$ cat src/rtl/seq_pkg.sv
// Shared definitions for the serial frame transmitter: FSM states and the sync preamble.
package seq_pkg;

    typedef enum logic [1:0] {
        IDLE,
        PREAMBLE,
        PAYLOAD,
        GAP
    } seq_state_t;

    localparam int SEQ_PRE_W = 4;
    localparam logic [SEQ_PRE_W-1:0] SEQ_PREAMBLE = 4'b1011;

endpackage

$ cat src/rtl/seq_stuff_tracker.sv
// Remembers the last three bits put on the line during frames and flags when the
// next payload slot must carry a stuff 0 to stop the preamble reappearing.
module seq_stuff_tracker (
    input  logic clock,
    input  logic reset,
    input  logic drive_en,
    input  logic drive_bit,
    output logic insert
);

    logic [2:0] history;

    // Gap and idle zeros are not recorded, so history survives between frames.
    always_ff @(posedge clock or posedge reset) begin
        if (reset) begin
            history <= 3'b000;
        end else if (drive_en) begin
            history <= {history[1:0], drive_bit};
        end
    end

    assign insert = (history == 3'b101);

endmodule

$ cat src/rtl/seq_frame_tx.sv
// Serial frame transmitter: preamble 1011, payload MSB-first, then GAP_CYCLES zeros.
// Define SEQ_FRAME_TX_STUFF_EN to enable zero-stuffing of the payload.
module seq_frame_tx
    import seq_pkg::*;
#(
    parameter int DATA_W     = 8,
    parameter int GAP_CYCLES = 2
) (
    input  logic              clock,
    input  logic              reset,
    input  logic [DATA_W-1:0] data_in,
    input  logic              data_valid,
    output logic              data_ready,
    output logic              sequence_out,
    output logic              frame_active,
    output logic              stuffed_bit,
    output logic              done,
    output seq_state_t        fsm_state
);

    // Handshake: a word is taken on any rising edge where data_valid && data_ready;
    // data_ready is high only in IDLE, and data_in is not looked at afterwards.

    localparam int CNT_W = $clog2(DATA_W + 1);
    localparam int GAP_W = $clog2(GAP_CYCLES + 1);
    localparam logic [CNT_W-1:0] LAST_BIT = CNT_W'(DATA_W);
    localparam logic [GAP_W-1:0] LAST_GAP = GAP_W'(GAP_CYCLES);
    localparam logic [1:0]       PRE_LAST = 2'(SEQ_PRE_W - 1);

    seq_state_t        state;
    logic [DATA_W-1:0] shift_reg;
    logic [CNT_W-1:0]  bit_cnt;
    logic [GAP_W-1:0]  gap_cnt;
    logic [1:0]        pre_cnt;
    logic [1:0]        pre_next;
    logic              payload_done;
    logic              stuff_req;
    logic              drive_bit;

    assign pre_next     = pre_cnt + 2'd1;
    assign payload_done = (bit_cnt == LAST_BIT);
    assign fsm_state    = state;

`ifdef SEQ_FRAME_TX_STUFF_EN
    logic drive_en;

    assign drive_en = (state == IDLE) ? data_valid
                    : (state == PREAMBLE) || (state == PAYLOAD && !payload_done);

    seq_stuff_tracker u_stuff_tracker (
        .clock     (clock),
        .reset     (reset),
        .drive_en  (drive_en),
        .drive_bit (drive_bit),
        .insert    (stuff_req)
    );
`else
    assign stuff_req = 1'b0;
`endif

    // Bit to place on the line for the next cycle; shared by the FSM and the tracker.
    always_comb begin
        drive_bit = 1'b0;
        case (state)
            IDLE:     drive_bit = data_valid & SEQ_PREAMBLE[SEQ_PRE_W-1];
            PREAMBLE: drive_bit = (pre_cnt == PRE_LAST) ? shift_reg[DATA_W-1]
                                                        : SEQ_PREAMBLE[~pre_next];
            PAYLOAD:  drive_bit = !payload_done && !stuff_req && shift_reg[DATA_W-1];
            default:  drive_bit = 1'b0;
        endcase
    end

    always_ff @(posedge clock or posedge reset) begin
        if (reset) begin
            state        <= IDLE;
            shift_reg    <= '0;
            bit_cnt      <= '0;
            gap_cnt      <= '0;
            pre_cnt      <= 2'd0;
            sequence_out <= 1'b0;
            frame_active <= 1'b0;
            stuffed_bit  <= 1'b0;
            done         <= 1'b0;
            data_ready   <= 1'b1;
        end else begin
            sequence_out <= drive_bit;
            stuffed_bit  <= 1'b0;
            done         <= 1'b0;
            case (state)
                IDLE: begin
                    if (data_valid) begin
                        shift_reg    <= data_in;
                        bit_cnt      <= '0;
                        pre_cnt      <= 2'd0;
                        frame_active <= 1'b1;
                        data_ready   <= 1'b0;
                        state        <= PREAMBLE;
                    end
                end
                PREAMBLE: begin
                    pre_cnt <= pre_next;
                    // The first payload bit goes out straight after the last preamble bit.
                    if (pre_cnt == PRE_LAST) begin
                        shift_reg <= shift_reg << 1;
                        bit_cnt   <= CNT_W'(1);
                        state     <= PAYLOAD;
                    end
                end
                PAYLOAD: begin
                    if (payload_done) begin
                        frame_active <= 1'b0;
                        done         <= 1'b1;
                        gap_cnt      <= GAP_W'(1);
                        state        <= GAP;
                    end else if (stuff_req) begin
                        stuffed_bit <= 1'b1;
                    end else begin
                        shift_reg <= shift_reg << 1;
                        bit_cnt   <= bit_cnt + CNT_W'(1);
                    end
                end
                GAP: begin
                    if (gap_cnt == LAST_GAP) begin
                        data_ready <= 1'b1;
                        state      <= IDLE;
                    end else begin
                        gap_cnt <= gap_cnt + GAP_W'(1);
                    end
                end
                default: state <= IDLE;
            endcase
        end
    end

endmodule

$ cat config.mk
export PLATFORM = sky130hd
export DESIGN_NAME = seq_frame_tx
export DESIGN_NICKNAME = d
export VERILOG_FILES = /design/src/rtl/seq_pkg.sv /design/src/rtl/seq_stuff_tracker.sv /design/src/rtl/seq_frame_tx.sv
export SDC_FILE = /design/constraint.sdc
export NUM_CORES = 1
export LEC_CHECK = 0
export BUFFER_PORTS_ARGS = -buffer_cell sky130_fd_sc_hd__buf_2
export CORE_UTILIZATION = 48
export CTS_CLUSTER_SIZE = 28
export DETAILED_ROUTE_END_ITERATION = 8
export PLACE_DENSITY = 0.69
export SLEW_MARGIN = 20
export SYNTH_ARGS = -nofsm -noshare
export SYNTH_HDL_FRONTEND = slang
export SYNTH_SLANG_ARGS = --single-unit
$ cat constraint.sdc
create_clock -name clock -period 2.58 [get_ports clock]
set_clock_uncertainty 0.15 [all_clocks]
set_input_delay 0.258 -clock clock [delete_from_list [all_inputs] [get_ports clock]]
set_output_delay 0.258 -clock clock [all_outputs]
set_load 0.1 [all_outputs]
==> flow_metrics.py, run 1 <==
metrics = {
    "floorplanning": {
        "fp.dieH_um": 53.8,
        "rows": 18,
        "start_util": 0.515,
        "design.die.area_um2": 2890,
        "io_pins": 18,
        "core_um2": 2500,
        "die_w_um": 53.8,
    },
    "status": {
        "status": "complete, no violations",
    },
    "global_route": {
        "antenna_found_initial": 0,
        "track_usage": 0.184,
        "overflow": 0,
        "grt_pass1_wl_mm": 3.85,
        "first_global_vias": 881,
        "grt_max_degree": 23,
    },
    "finish": {
        "nets": 167,
        "num-fill-cells": 222,
        "largest_register_ffs": 8,
        "antenna_cells": 0,
        "regArea_um2": 554,
        "drive_gt1_frac": 0.205,
        "area_delta_synth_final_pct": 11.0,
        "multi_input_area_um2": 668,
        "final_util": 0.571,
    },
    "clock_network": {
        "clock_latency_ns": 0.31,
        "root_buffer": "clkbuf_4",
        "h-tree-depth": 1,
        "ctsResizeCount": 0,
        "cts_buffers": 3,
        "cts_sinks": 22,
        "clkSlewWorstSetupHoldPaths_ns": 0.13,
        "clockBufferDepth": 2,
        "cts_tree": "built",
    },
    "place": {
        "io_buffer_count": 16,
        "gp_congestion": 0.758,
        "dp_hpwl_mm": 1.68,
    },
    "route": {
        "wl_met1_mm": 1.21,
        "dr_wl_met2_mm": 1.07,
        "routed.top_layer": "met4",
        "drt-total-wl_mm": 2.38,
        "detail_route.first_pass.iterations": 4,
        "antenna_left": 0,
        "wl_met3_um": 73,
        "vias_per_cell": 5.73,
        "vias": 1009,
        "drc_errors": 0,
        "drtIter0Drc": 11,
        "wl_per_cell_um": 13.5,
    },
    "critical_path": {
        "path_class": "reg -> reg",
        "arrival_ns": 2.27,
        "critPathMaxStageDelay_ns": 0.49,
        "start_kind": "register",
        "cp.required_ns": 2.64,
        "cp-end-kind": "register",
        "worstPathCellList": "inv_1, ha_1, o311ai_4, a21oi_2, mux2_1",
        "worst-path-max-fanout": 15,
        "cp_slowest_cell": "ha_1",
    },
    "yosys": {
        "syn-instance-count": 131,
        "synth_top_area_share": 0.409,
        "synth.net_count": 151,
        "ys_async_sr_fraction": 1.00,
        "seq_area_frac_synth": 0.429,
        "synth_area_per_cell_um2": 9.82,
        "synth_most_common_cell": "dfrtp_1",
        "synth_top_cells_by_count": "21 x dfrtp_1, 18 x a21oi_1, 9 x ha_1, 9 x inv_1",
        "syn_area_um2": 1290,
        "yosys_warnings": 0,
        "synth_area_leaders": "dfrtp_1 41%, ha_1 8.8%, a21oi_1 7.0%",
        "yosys_register_bits": 22,
        "yosysUniqueCellTypes": 39,
        "synth_edf_count": 0,
        "synth_top_area_cell": "dfrtp_1",
        "synth_top_flop_cell": "dfrtp_1",
    },
    "min_path": {
        "hp-class": "in -> reg",
    },
    "timing": {
        "report.final.slew_viol_count": 0,
        "rsz0062_at_grt": "false",
        "setup_tns_ns": 0,
        "setup_viol": 0,
        "timing_worst_slew_pin_value_ns": 0.836,
        "post-route-period-util": 0.858,
        "fmax_mhz": 452,
        "fin_crit_ns": 2.21,
        "maxSlewHeadroom": 0.442,
        "hold_violations": 0,
    },
    "flow_run": {
        "drv_cap": 0,
    },
}
## layout make-up
cell class | count | share of cell area
Sequential cell | 22 | 0.388
Tap cell | 30 | 0.0263
Inverter | 9 | 0.0237
Timing Repair Buffer | 18 | 0.0684
Multi-Input combinational cell | 93 | 0.468
Clock buffer | 4 | 0.0254
## final timing paths
path / slack, ns / cells after the start / startpoint / end
setup / recovery: 0.37 / 5 / fsm_state[0]$_DFFE_PP0P_ / shift_reg[0]$_DFFE_PP0P_
hold / removal: 0.1 / 3 / data_in[2] / shift_reg[2]$_DFFE_PP0P_
setup reg to reg: 0.37 / 5 / fsm_state[0]$_DFFE_PP0P_ / shift_reg[0]$_DFFE_PP0P_
hold reg to reg: 0.35 / 2 / frame_active$_DFFE_PP0P_ / frame_active$_DFFE_PP0P_
max in group asynchronous: 1.23 / 3 / reset / fsm_state[0]$_DFFE_PP0P_
min in group asynchronous: 0.49 / 3 / reset / pre_cnt[1]$_DFFE_PP0P_
## cell usage in the layout, fill, tap and decap left out, types with 2 or more instances in the layout
cell	count
nand2_1	8
mux2i_1	8
o311a_1	2
nor2_1	8
nand4_1	3
nand3_1	5
a21oi_1	18
buf_2	16
o21ai_0	8
ha_1	9
dfrtp_2	2
clkbuf_4	3
dfrtp_1	19
nand2b_1	2
inv_1	9
## critical path, delay by kind of cell (launching register included)
| family | cells | cell delay [ns] |
|---|---|---|
| flip-flops | 1 | 0.46 |
| AO/OA/AOI/OAI | 2 | 0.56 |
| multiplexers | 1 | 0.36 |
| buffers and inverters | 1 | 0.10 |
| adder cells (fa/ha/maj) | 1 | 0.49 |
## cell families (layout without fill, tap and decap cells)
group | count (synthesis) | in the layout | share of synthesized area
AO/OA/AOI/OAI | 37 | 37 | 0.192
XOR/XNOR | 1 | 1 | 0.00681
adder cells (fa/ha/maj) | 9 | 9 | 0.0876
buffers and inverters | 16 | 31 | 0.0516
flip-flops | 22 | 22 | 0.429
AND/OR/NAND/NOR | 35 | 35 | 0.151
other | 1 | 1 | 0.00292
multiplexers | 10 | 10 | 0.0798
## per-stage QoR
stage	hold slack, ns	worst slack, ns	cells	area, µm²
finish	0.0968	0.367	176	1430
global route	0.0866	0.192	176	1430
CTS	0.0928	0.359	176	1430
detailed placement	0.318	0.374	171	1380
global placement	0.312	0.461	171	1380
floorplan	0.0963	0.277	131	1290
## layer usage
layer | GRT usage | up-vias
met1 | 0.271 | 492
met5 | 0 | -
li1 | - | 497
met2 | 0.265 | 16
met3 | 0.0311 | 4
met4 | 0.0702 | 0
## repair_timing
action | in CTS | in global routing
endpoints found under the hold margin | 21 | 0
hold buffers | 1 | 0
buffers inserted | 0 | 0
Power of run 1 is not shown: default switching activity piles up to over one toggle a cycle in this logic, so the estimate is an artifact.
==> run 2: changes to the inputs <==
--- a/config.mk
+++ b/config.mk
@@ -5,12 +5,11 @@
 export SDC_FILE = /design/constraint.sdc
 export NUM_CORES = 1
 export LEC_CHECK = 0
-export BUFFER_PORTS_ARGS = -buffer_cell sky130_fd_sc_hd__buf_2
 export CORE_UTILIZATION = 48
 export CTS_CLUSTER_SIZE = 28
 export DETAILED_ROUTE_END_ITERATION = 8
-export PLACE_DENSITY = 0.69
-export SLEW_MARGIN = 20
+export DONT_BUFFER_PORTS = 1
+export SLEW_MARGIN = 10
 export SYNTH_ARGS = -nofsm -noshare
 export SYNTH_HDL_FRONTEND = slang
 export SYNTH_SLANG_ARGS = --single-unit
==> run 2 against run 1 <==
Compared with the run above: die area unchanged; global-route usage grew 0.43 points; register-to-register slack better by 0.14 ns; cell count fell by 4.5%; sequential share of layout area shrank 0.24 points; largest cell class unchanged; count of clock-buffer cells in the layout decreased by 1; non-clock buffer count decreased by 8; via count fell by 2.5%; highest routed layer unchanged; maximum frequency up 6.7%.
==> flow_metrics.py, run 2 (synthesis gave the netlist of run 1 again) <==
metrics = {
    "place": {
        "dpl_cell_area_um2": 1320,
        "gp_congestion": 0.804,
        "io_buffer_count": 0,
        "dp_hpwl_mm": 1.80,
    },
    "timing": {
        "fin_crit_ns": 2.07,
        "hold_violations": 0,
        "setup_tns_ns": 0,
        "timing_worst_slew_pin_value_ns": 0.906,
        "post-route-period-util": 0.804,
        "rsz0062_at_grt": "false",
        "setup_viol": 0,
        "maxSlewHeadroom": 0.396,
        "report.final.slew_viol_count": 0,
        "fmax_mhz": 482,
    },
    "floorplanning": {
        "design.die.area_um2": 2890,
        "die_w_um": 53.8,
        "core_um2": 2500,
        "fp.dieH_um": 53.8,
        "rows": 18,
        "io_pins": 18,
        "start_util": 0.515,
    },
    "critical_path": {
        "worstPathCellList": "inv_1, ha_1, o311ai_4, or4_1, nand4_1",
        "path_class": "reg -> reg",
        "worst-path-max-fanout": 15,
        "critical_path.top_delay_family": "simple AND/OR/NAND/NOR gates",
        "arrival_ns": 2.18,
        "cp-end-kind": "register",
        "cp_slowest_cell": "or4_1",
        "crit_buf_inv": 1,
        "cp.required_ns": 2.68,
        "critPathMaxStageDelay_ns": 0.53,
        "start_kind": "register",
    },
    "global_route": {
        "overflow": 0,
        "first_global_vias": 870,
        "grt_pass1_wl_mm": 3.93,
        "track_usage": 0.188,
        "antenna_found_initial": 0,
        "grt_max_degree": 23,
    },
    "route": {
        "vias": 984,
        "drt-total-wl_mm": 2.51,
        "drtIter0Drc": 35,
        "wl_per_cell_um": 14.9,
        "antenna_left": 0,
        "vias_per_cell": 5.86,
        "detail_route.first_pass.iterations": 4,
        "drc_errors": 0,
    },
    "min_path": {
        "hp-class": "in -> reg",
    },
    "clock_network": {
        "cts_buffers": 3,
        "hold_buffers": 6,
        "root_buffer": "clkbuf_4",
        "clockBufferDepth": 2,
        "clkSlewWorstSetupHoldPaths_ns": 0.13,
        "ctsResizeCount": 0,
        "clock_latency_ns": 0.31,
        "cts_sinks": 22,
        "cts_setup_buffers": 0,
        "cts_tree": "built",
        "h-tree-depth": 1,
    },
    "finish": {
        "drive_gt1_frac": 0.123,
        "layout_commonest_cell": "dfrtp_1",
        "num-fill-cells": 221,
        "area_delta_synth_final_pct": 11.7,
        "antenna_cells": 0,
        "largest_register_ffs": 8,
        "final_cell_mix": "19 x dfrtp_1, 18 x a21oi_1, 9 x inv_1, 9 x ha_1",
        "final_area_um2": 1440,
        "nets": 159,
    },
    "flow_run": {
        "drv_cap": 0,
    },
    "status": {
        "status": "complete, no violations",
    },
}
## run 2: cell type report
class,instances,area (µm²),area share
multi-input cells,93,668,0.465
clock buffers,3,22.5,0.0157
flip-flops and latches,22,554,0.386
repair buffers,10,90.1,0.0627
clock inverters,1,30.0,0.0209
well taps,30,37.5,0.0261
inverters,9,33.8,0.0235
## run 2: layer usage
metal  part of all wire  global-route usage  wire length [µm]
met5                  0                   0                 0
met4              0.012              0.0877                31
met3              0.037              0.0282                92
met2               0.47               0.270              1170
met1               0.48               0.274              1210
## run 2: path summary, 6_finish.rpt
check	from	to	slack, ns	cells after the start
min in group asynchronous	reset	shift_reg[0]$_DFFE_PP0P_	0.40	2
hold / removal	data_in[2]	shift_reg[2]$_DFFE_PP0P_	0.003	2
hold reg to reg	shift_reg[0]$_DFFE_PP0P_	shift_reg[0]$_DFFE_PP0P_	0.37	1
max in group asynchronous	reset	fsm_state[0]$_DFFE_PP0P_	1.30	2
setup reg to reg	fsm_state[0]$_DFFE_PP0P_	bit_cnt[3]$_DFFE_PP0P_	0.51	5
setup / recovery	fsm_state[0]$_DFFE_PP0P_	bit_cnt[3]$_DFFE_PP0P_	0.51	5
## run 2: through the flow
step           cells  hold slack, ns  setup WS (ns)   util
2_1_floorplan    131          0.0963          0.277      -
3_3_place_gp     158           0.198          0.599  0.530
3_5_place_dp     158           0.225          0.536  0.530
4_1_cts          168         0.00289          0.505  0.575
5_1_grt          168          0.0109          0.410  0.575
6_report         168         0.00323          0.506  0.575
Power of run 2 is left out for the same reason.
